<file path="src/rtl/axis_if_pkg.sv">
// Shared definitions for the AXI4-Stream input buffer: entry field
// layout helpers and register-slice state encoding.
package axis_if_pkg;

    localparam logic [1:0] SL_ZERO_ENC = 2'd0;
    localparam logic [1:0] SL_ONE_ENC  = 2'd1;
    localparam logic [1:0] SL_TWO_ENC  = 2'd2;

    typedef enum logic [1:0] {
        SL_ZERO = SL_ZERO_ENC,
        SL_ONE  = SL_ONE_ENC,
        SL_TWO  = SL_TWO_ENC
    } slice_state_e;

    // Entry packing is {TUSER, TLAST, TKEEP, TDATA}, LSB first from TDATA.
    function automatic int ent_width(input int tbits, input int tbyte);
        return tbits + tbyte + 2;
    endfunction

    function automatic int keep_pos(input int tbits);
        return tbits;
    endfunction

    function automatic int last_pos(input int tbits, input int tbyte);
        return tbits + tbyte;
    endfunction

    function automatic int user_pos(input int tbits, input int tbyte);
        return tbits + tbyte + 1;
    endfunction

endpackage

</file>
<file path="src/rtl/axis_circ_fifo.sv">
// Circular-pointer FIFO with first-word-fall-through read port.
// Pointers carry one extra wrap bit to tell full from empty.
module axis_circ_fifo
    import axis_if_pkg::*;
#(
    parameter int WIDTH      = 38,
    parameter int DEPTH_BITS = 4
) (
    input  logic                  clk,
    input  logic                  rst_n,
    input  logic                  wr_en,
    input  logic [WIDTH-1:0]      wr_data,
    input  logic                  rd_en,
    output logic [WIDTH-1:0]      rd_data,
    output logic                  full,
    output logic                  empty,
    output logic [DEPTH_BITS:0]   level,
    output logic                  wr_ack,
    output logic                  rd_ack
);

    localparam int DEPTH = 1 << DEPTH_BITS;
    localparam logic [DEPTH_BITS:0] PTR_ONE = 1;

    logic [DEPTH_BITS:0] wr_ptr_q, wr_ptr_d;
    logic [DEPTH_BITS:0] rd_ptr_q, rd_ptr_d;
    logic [WIDTH-1:0]    mem_q [DEPTH];

    always_comb begin
        full   = (wr_ptr_q[DEPTH_BITS] != rd_ptr_q[DEPTH_BITS]) &&
                 (wr_ptr_q[DEPTH_BITS-1:0] == rd_ptr_q[DEPTH_BITS-1:0]);
        empty  = (wr_ptr_q == rd_ptr_q);
        wr_ack = wr_en & ~full;
        rd_ack = rd_en & ~empty;
        wr_ptr_d = wr_ptr_q;
        rd_ptr_d = rd_ptr_q;
        if (wr_ack) wr_ptr_d = wr_ptr_q + PTR_ONE;
        if (rd_ack) rd_ptr_d = rd_ptr_q + PTR_ONE;
        level   = wr_ptr_q - rd_ptr_q;
        rd_data = mem_q[rd_ptr_q[DEPTH_BITS-1:0]];
    end

    always_ff @(posedge clk or negedge rst_n) begin
        if (!rst_n) begin
            wr_ptr_q <= '0;
            rd_ptr_q <= '0;
        end else begin
            wr_ptr_q <= wr_ptr_d;
            rd_ptr_q <= rd_ptr_d;
        end
    end

    // Storage needs no reset; the pointers define what is valid.
    always_ff @(posedge clk) begin
        if (wr_ack) mem_q[wr_ptr_q[DEPTH_BITS-1:0]] <= wr_data;
    end

endmodule

</file>
<file path="src/rtl/axis_input_stream_buf.sv">
// AXI4-Stream slave input buffer: optional skid slice, circular FIFO,
// fill/packet reporting and optional store-and-forward head gating.
module axis_input_stream_buf
    import axis_if_pkg::*;
#(
    parameter int TBITS      = 32,
    parameter int TBYTE      = TBITS / 8,
    parameter int DEPTH_BITS = 4,
    parameter int REG_SLICE  = 1,
    parameter int PKT_MODE   = 0,
    parameter int AF_LEVEL   = 2 ** DEPTH_BITS - 2
) (
    input  logic                  ACLK,
    input  logic                  ARESETN,
    input  logic                  TVALID,
    output logic                  TREADY,
    input  logic [TBITS-1:0]      TDATA,
    input  logic [TBYTE-1:0]      TKEEP,
    input  logic                  TLAST,
    input  logic                  TUSER,
    output logic [TBITS-1:0]      isif_data_dout,
    output logic [TBYTE-1:0]      isif_strb_dout,
    output logic                  isif_last_dout,
    output logic                  isif_user_dout,
    output logic                  isif_empty_n,
    input  logic                  isif_read,
    output logic [DEPTH_BITS:0]   isif_level,
    output logic                  isif_almost_full,
    output logic [DEPTH_BITS:0]   isif_pkt_cnt
);

    localparam int EW     = ent_width(TBITS, TBYTE);
    localparam int KEEP_B = keep_pos(TBITS);
    localparam int LAST_B = last_pos(TBITS, TBYTE);
    localparam int USER_B = user_pos(TBITS, TBYTE);
    localparam logic [DEPTH_BITS:0] AF_L    = (DEPTH_BITS + 1)'(AF_LEVEL);
    localparam logic [DEPTH_BITS:0] CNT_ONE = 1;

    logic [EW-1:0]       s_ent;
    logic [EW-1:0]       m_data;
    logic [EW-1:0]       f_dout;
    logic                m_valid;
    logic                f_full;
    logic                f_empty;
    logic                f_wr_ack;
    logic                f_rd_ack;
    logic                f_rd_en;
    logic [DEPTH_BITS:0] f_level;
    logic [DEPTH_BITS:0] pkt_q, pkt_d;
    logic                rel_q, rel_d;
    logic                wr_last;
    logic                rd_last;
    logic                head_ok;

    assign s_ent = {TUSER, TLAST, TKEEP, TDATA};

    generate
        if (REG_SLICE != 0) begin : g_slice
            slice_state_e  st_q, st_d;
            logic [EW-1:0] r0_q, r0_d;
            logic [EW-1:0] r1_q, r1_d;
            logic          rdy_q, rdy_d;
            logic          acc;

            // r0 is always the beat offered to the FIFO; r1 is the skid.
            always_comb begin
                st_d = st_q;
                r0_d = r0_q;
                r1_d = r1_q;
                acc  = TVALID & rdy_q;
                unique case (st_q)
                    SL_ZERO: begin
                        if (acc) begin
                            st_d = SL_ONE;
                            r0_d = s_ent;
                        end
                    end
                    SL_ONE: begin
                        if (acc && f_wr_ack) begin
                            r0_d = s_ent;
                        end else if (acc) begin
                            st_d = SL_TWO;
                            r1_d = s_ent;
                        end else if (f_wr_ack) begin
                            st_d = SL_ZERO;
                        end
                    end
                    SL_TWO: begin
                        if (f_wr_ack) begin
                            st_d = SL_ONE;
                            r0_d = r1_q;
                        end
                    end
                    default: st_d = SL_ZERO;
                endcase
                rdy_d = (st_d != SL_TWO);
            end

            always_ff @(posedge ACLK or negedge ARESETN) begin
                if (!ARESETN) begin
                    st_q  <= SL_ZERO;
                    r0_q  <= '0;
                    r1_q  <= '0;
                    rdy_q <= 1'b0;
                end else begin
                    st_q  <= st_d;
                    r0_q  <= r0_d;
                    r1_q  <= r1_d;
                    rdy_q <= rdy_d;
                end
            end

            assign m_valid = (st_q != SL_ZERO);
            assign m_data  = r0_q;
            assign TREADY  = rdy_q;
        end else begin : g_direct
            logic arm_q, arm_d;

            // Holds TREADY low until the first edge after reset release.
            assign arm_d = 1'b1;

            always_ff @(posedge ACLK or negedge ARESETN) begin
                if (!ARESETN) arm_q <= 1'b0;
                else          arm_q <= arm_d;
            end

            assign TREADY  = arm_q & ~f_full;
            assign m_valid = TVALID & TREADY;
            assign m_data  = s_ent;
        end
    endgenerate

    axis_circ_fifo #(
        .WIDTH      (EW),
        .DEPTH_BITS (DEPTH_BITS)
    ) u_fifo (
        .clk     (ACLK),
        .rst_n   (ARESETN),
        .wr_en   (m_valid),
        .wr_data (m_data),
        .rd_en   (f_rd_en),
        .rd_data (f_dout),
        .full    (f_full),
        .empty   (f_empty),
        .level   (f_level),
        .wr_ack  (f_wr_ack),
        .rd_ack  (f_rd_ack)
    );

    assign head_ok      = (PKT_MODE == 0) || (pkt_q != '0) || rel_q;
    assign isif_empty_n = ~f_empty & head_ok;
    assign f_rd_en      = isif_read & isif_empty_n;

    always_comb begin
        wr_last = f_wr_ack & m_data[LAST_B];
        rd_last = f_rd_ack & f_dout[LAST_B];
        pkt_d   = pkt_q;
        if (wr_last && !rd_last)      pkt_d = pkt_q + CNT_ONE;
        else if (!wr_last && rd_last) pkt_d = pkt_q - CNT_ONE;
        // Release lets an oversized packet drain instead of deadlocking.
        rel_d = rel_q;
        if (PKT_MODE == 0)                 rel_d = 1'b0;
        else if (rd_last)                  rel_d = 1'b0;
        else if (f_full && pkt_q == '0)    rel_d = 1'b1;
    end

    always_ff @(posedge ACLK or negedge ARESETN) begin
        if (!ARESETN) begin
            pkt_q <= '0;
            rel_q <= 1'b0;
        end else begin
            pkt_q <= pkt_d;
            rel_q <= rel_d;
        end
    end

    assign isif_data_dout   = f_dout[TBITS-1:0];
    assign isif_strb_dout   = f_dout[KEEP_B +: TBYTE];
    assign isif_last_dout   = f_dout[LAST_B];
    assign isif_user_dout   = f_dout[USER_B];
    assign isif_level       = f_level;
    assign isif_almost_full = (f_level >= AF_L);
    assign isif_pkt_cnt     = pkt_q;

endmodule

</file>
<file path="config.mk">
export PLATFORM = sky130hd
export DESIGN_NAME = axis_input_stream_buf
export DESIGN_NICKNAME = d
export VERILOG_FILES = /design/src/rtl/axis_if_pkg.sv /design/src/rtl/axis_circ_fifo.sv /design/src/rtl/axis_input_stream_buf.sv
export SDC_FILE = /design/constraint.sdc
export NUM_CORES = 1
export LEC_CHECK = 0
export ABC_AREA = 1
export CORE_MARGIN = 5
export CORE_UTILIZATION = 35
export CTS_BUF_LIST = sky130_fd_sc_hd__clkbuf_8
export CTS_CLUSTER_SIZE = 24
export DETAILED_ROUTE_END_ITERATION = 16
export HOLD_SLACK_MARGIN = 0.02
export SLEW_MARGIN = 5
export SYNTH_ARGS = -nofsm -noshare
export SYNTH_HDL_FRONTEND = slang
export SYNTH_SLANG_ARGS = --single-unit
</file>
<file path="constraint.sdc">
create_clock -name ACLK -period 5.99 [get_ports ACLK]
set_input_delay 0.599 -clock ACLK [delete_from_list [all_inputs] [get_ports ACLK]]
set_output_delay 0.599 -clock ACLK [all_outputs]
set_load 0.005 [all_outputs]
</file>
== After elaboration in Yosys (flattened, before gate mapping) ==
Memories as Yosys holds them, arrays and structs flattened.
Index checks and enable logic that the tools add are counted.
Operators by class
  shift operators: 0
  equal/unequal tests: 9
  divide/modulo/power cells: 0
  mux-type cells: 14
  add/subtract/negate cells: 5
  bitwise gates (word level): 9
  reduce and logical (&&, ||, !) cells: 12
  multipliers: 0
  magnitude comparators: 1
Operator list (number)
  2-to-1 mux 38 bit: 3
  case mux 38 bit (3 select lines): 1
  adder 5 x 1 -> 5 bit (second input constant): 3
  2-to-1 mux 2 bit: 5
  2-to-1 mux 5 bit: 2
  inequality test 2 bit (second input constant): 4
  AND 1 bit: 6
  case mux 2 bit (3 select lines): 1
  == test 5 bit: 1
  greater-or-equal comparator 5 x 4 -> 1 bit (second input constant): 1
  subtractor 5 x 1 -> 5 bit (second input constant): 1
  subtractor 5 bit: 1
  == test 4 bit: 1
  logical AND 1 bit: 4
  AND reduction 4 bit: 1
  nonzero test 2 bit: 2
  inverter 1 bit: 3
  AND reduction 3 bit: 1
  nonzero test 3 bit: 1
  == test 2 x 1 -> 1 bit (second input constant): 1
  == test 2 bit (second input constant): 1
  zero test 1 bit: 2
  zero test 2 bit: 1
  2-to-1 mux 1 bit: 2
  inequality test 1 bit: 1
Word-level totals
  register bits: 94
  memories: 1
  latch bits: 0
  RAM bits: 608
  output and inout bits: 51
  input bits: 42
  memory bits (read-only): 0
Memory list
  u_fifo.mem_q: depth 16, width 38, read ports 1, clocked after Yosys merged registers in 0, wr ports 1, RTL line axis_circ_fifo.sv:27  | logic [WIDTH-1:0] mem_q [DEPTH];

== Depth between registers and ports, before layout ==
  word-level depth: 9
  mapped depth: 19
  depth with buffers taken out: 16

== Cells and area by module ==
From an unflattened synthesis, not the netlist that was laid out.
Second synthesis, totals
  cells, all modules: 2957
  area total of the unflattened synthesis: 29951.2 um2
By module, submodules not included
  axis_circ_fifo: instances 1, cells each 2479, area each 26137.6 um2
  axis_input_stream_buf: instances 1, cells each 478, area each 3813.7 um2

== Worst setup path before layout ==
No wires, ideal clock.
  path kind: reg-to-reg
  start: register u_fifo.rd_ptr_q[2]
  end: memory u_fifo.mem_q[0][0], enable pin
  data required time: 5.557 ns
  slack: 2.179 ns
  arrival time: 3.377 ns
  path buffers: 2
  library setup time: 0.433 ns
  period minus slack after synthesis: 3.811 ns
  cell stages (with the launch flop): 12
  cell sequence: dfrtp_1 -> buf_2 -> inv_1 -> clkbuf_1 -> ha_1 -> nand2_2 -> nor2_4 -> nand2_1 -> nand2_1 -> inv_1 -> nand2_1 -> nor2_1
On the way
  word-level cells in the longest chain between the ends: 6
RTL lines
  start: declaration: RTL line axis_circ_fifo.sv:26  | logic [DEPTH_BITS:0] rd_ptr_q, rd_ptr_d;
  start signal: assignment: RTL line axis_circ_fifo.sv:49  | rd_ptr_q <= rd_ptr_d;
  == test 4 bit: RTL line axis_circ_fifo.sv:31  | (wr_ptr_q[DEPTH_BITS-1:0] == rd_ptr_q[DEPTH_BITS-1:0]);
  logical AND 1 bit: RTL line axis_circ_fifo.sv:30  | full = (wr_ptr_q[DEPTH_BITS] != rd_ptr_q[DEPTH_BITS]) &&
  inverter 1 bit: RTL line axis_circ_fifo.sv:33  | wr_ack = wr_en & ~full;
  AND 1 bit: RTL line axis_circ_fifo.sv:33
  2-to-1 mux 1 bit: RTL line axis_circ_fifo.sv:55  | if (wr_ack) mem_q[wr_ptr_q[DEPTH_BITS-1:0]] <= wr_data;
  2-to-1 mux 1 bit (not written as such): RTL line axis_circ_fifo.sv:55
  end: declaration: RTL line axis_circ_fifo.sv:27
No other way between the ends.

== Worst setup path after layout ==
  start: register u_fifo.rd_ptr_q[0]
  end: output isif_strb_dout[2]
On the way
  word-level cells in the longest chain between the ends: 1
RTL lines
  memory read (16 x 38 bit)
  end: declaration: RTL line axis_input_stream_buf.sv:22  | output logic [TBYTE-1:0] isif_strb_dout,
No other way between the ends.

==> summary.txt <==
Logic synthesis
  • Syn nets: 2,771
  • Post-synthesis sequential area ratio: slightly above 70%
  • Most frequent cell after synthesis: nand2_1
  • Largest cells by area after synthesis: edfxtp_1, nand2_1, dfrtp_1
  • Synthesized netlist cell count: 2,714
  • Yosys reg bits: 702
  • Synth warn: 0
  • Post-synth top area share: 62.56%
  • Post-synth EDFFs: 608
  • Post-synth top area cell: edfxtp_1
  • Synth Flop Type: edfxtp_1
  • Synth async-reset ratio: 13.39%
  • Post-Syn Area: 29,180 um^2
  • Commonest cells in the netlist: nand2_1, edfxtp_1, nor2_1
  • Syn avg cell area: ~11 um^2
  • Distinct cells, synth: 28

Floorplan
  • Core outline area: 82,370 um^2
  • Die X-Extent: 298.8 um
  • Die Span Y: 298.8 um
  • Cell Rows: roughly 110
  • IO Pins: 93
  • Die area: 89,250 um^2
  • Initial Util: 35.43%

Layout
  • Share of cells above drive strength 1: 6.576%
  • Post-layout util: about two fifths
  • Area Growth Syn to Fin: 13.02%
  • Final net count: between 2,000 and 3,000

CTS
  • TritonCTS clock tree: built
  • Clock Sinks: 702
  • Cts hold-fix bufs: 1
  • Post-CTS Resized: 0
  • CTS clk-pin slew, worst paths: 0.06 ns
  • Setup bufs post-CTS: 0
  • Clock Latency Late Sink: around 0.7 ns
  • Total CTS buffers: around 110
  • Clock Path Buffers: 3
  • Root buffer cell: clkbuf_8
  • H-tree Lvls: 3

GRT
  • Pin count of the biggest net entering global routing: 225
  • GR Util All Layers: 15.34%
  • First-pass GRT wire length: about 110 mm
  • Vias in the first global route: 17,810
  • Initial antenna violation count: 1
  • Overflow after GRT: 0

Placement
  • Dpl ws: about 1.9 ns
  • Gpl congestion: 0.7536
  • HPWL after DPL: 38.22 mm
  • IO buf count: 92

Hold path
  • Hold crit path type: in -> async

STA
  • Peak Freq: 214.2 MHz
  • Worst hold margin: 0.3749 ns
  • Setup violators final: 0
  • Final hold vios: 0
  • RSZ-0062 raised after global routing: no
  • Fin Setup TNS: 0 ns
  • Fin crit share: 77.96%
  • Final worst setup slack: 1.320 ns
  • Final critical-path required period: ~4.7 ns
  • Worst Skew: 0.02393 ns
  • Worst rel slew slack: between 20% and 30%
  • Tightest Pin Transition: 1.178 ns
  • Final Max Tran Viols: 0

Detailed routing
  • WL final: 69.49 mm
  • Routed vias/inst: around 4.8
  • Routed len/inst: 17.61 um
  • Final ANT Viol Nets: 0
  • Drc violations: 0
  • Detailed router's first-iteration violation count: between 1,500 and 2,000
  • Via count: 18,800
  • First-pass detailed-route iteration total: 5

Setup path
  • WP data arrival: 4.07 ns
  • Crit. End Element: primary output
  • WP data required: roughly 5.4 ns
  • Worst setup SP type: flip-flop
  • Critical path class: reg -> out
  • FF-to-FF setup slack: 1.95 ns
  • Maximum net fanout on the critical path: around 220

Pwr
  • Total power divided by cell area: 477.9 nW/um^2
  • Clk network pwr share: 22.2%
  • Tot Pwr: 15,760 uW
  • Cell internal pwr: 9903 uW
  • Net switching fraction of the power: 37.18%
  • Logic pwr share: 34.9%
  • Max IR drop VDD: 0.5396 mV
  • Net Sw Power: 5861 uW
  • Leak: between 0.01 and 0.015 uW
  • Sequential group share of total power: around 43%

Status
  • Status: completed

Flow run
  • Max-Cap Viols: 0
state kept, by name, indices dropped and copies added (netlist names):
register and flops:
u_fifo.mem_q 608, g_slice.r0_q 38, g_slice.r1_q 38, isif_pkt_cnt 5, u_fifo.rd_ptr_q 5, u_fifo.wr_ptr_q 5, g_slice.st_q 2, TREADY 1
power groups by stage:
stage | combinational [uW] | sequential [uW] | clock (uW)
floorplan | 3530 | 6610 | 0
global placement | 5550 | 6850 | 0
detailed placement | 5580 | 6870 | 0
CTS | 5610 | 6770 | 3600
global route | 6220 | 6860 | 3830
finish | 5500 | 6770 | 3490
layout make-up:
type	instances	area, um^2
Sequential cell	702	20620
Clock buffer	113	1555
Clock inverter	67	296.5
Inverter	103	401.6
Multi-Input combinational cell	1760	7530
Tap cell	1070	1339
Antenna cell	2	5.005
Fill cell	7850	49390
Timing Repair Buffer	129	1236
worst max-delay path, cell delays in order (launching register included):
cell             delay [ns]
dfrtp_4                0.48
buf_12                 0.62
buf_4                  0.84
nor2_1                 0.11
nor2_1                 0.13
o21ai_0                0.11
nand3_1                0.16
nand3_1                0.09
nand2_1                0.16
clkdlybuf4s50_1        0.53
cell usage in the layout, fill, tap and decap left out, types with 34 or more instances in the layout:
cell / instances
a21oi_1: 44
buf_4: 34
clkbuf_8: 113
clkdlybuf4s50_1: 91
dfrtp_1: 91
edfxtp_1: 608
inv_1: 136
nand2_1: 956
nand3_1: 171
nor2_1: 305
o21ai_0: 203
path summary, 6_finish.rpt:
path,startpoint,end,cells past startpoint
max in group asynchronous,ARESETN,u_fifo.rd_ptr_q[2],3
hold / removal,ARESETN,u_fifo.rd_ptr_q[0],2
setup reg to reg,u_fifo.rd_ptr_q[1],u_fifo.mem_q[6][26],10
hold reg to reg,g_slice.r1_q[33],g_slice.r1_q[33],2
setup / recovery,u_fifo.rd_ptr_q[0],isif_strb_dout[2],9
min in group ACLK,g_slice.r1_q[33],g_slice.r1_q[33],2
cell families (layout without fill, tap and decap cells):
kind of cell             count (synthesis)  in the layout  share of synthesized area (%)
buffers and inverters                  252            412                          4.017
flip-flops                             702            702                          70.63
AO/OA/AOI/OAI                          275            275                          4.716
other                                    0              2                              0
XOR/XNOR                                12             12                         0.3602
AND/OR/NAND/NOR                       1458           1458                          19.59
adder cells (fa/ha/maj)                 15             15                         0.6946
per-layer routing:
metal / wire, um / vias to the layer above / track usage (%)
li1: - / 9250 / -
met1: 32420 / 8940 / 21.99
met2: 31410 / 517 / 23.93
met3: 4120 / 91 / 2.867
met4: 1536 / 0 / 4.623
met5: 0 / - / 0
metrics by stage:
step | std cells | area [um^2]
floorplan | 2714 | 29180
global placement | 3763 | 31110
detailed placement | 3763 | 31110
CTS | 3944 | 32980
global route | 3945 | 32980
finish | 3946 | 32980
(Power assumes the default switching activity.)
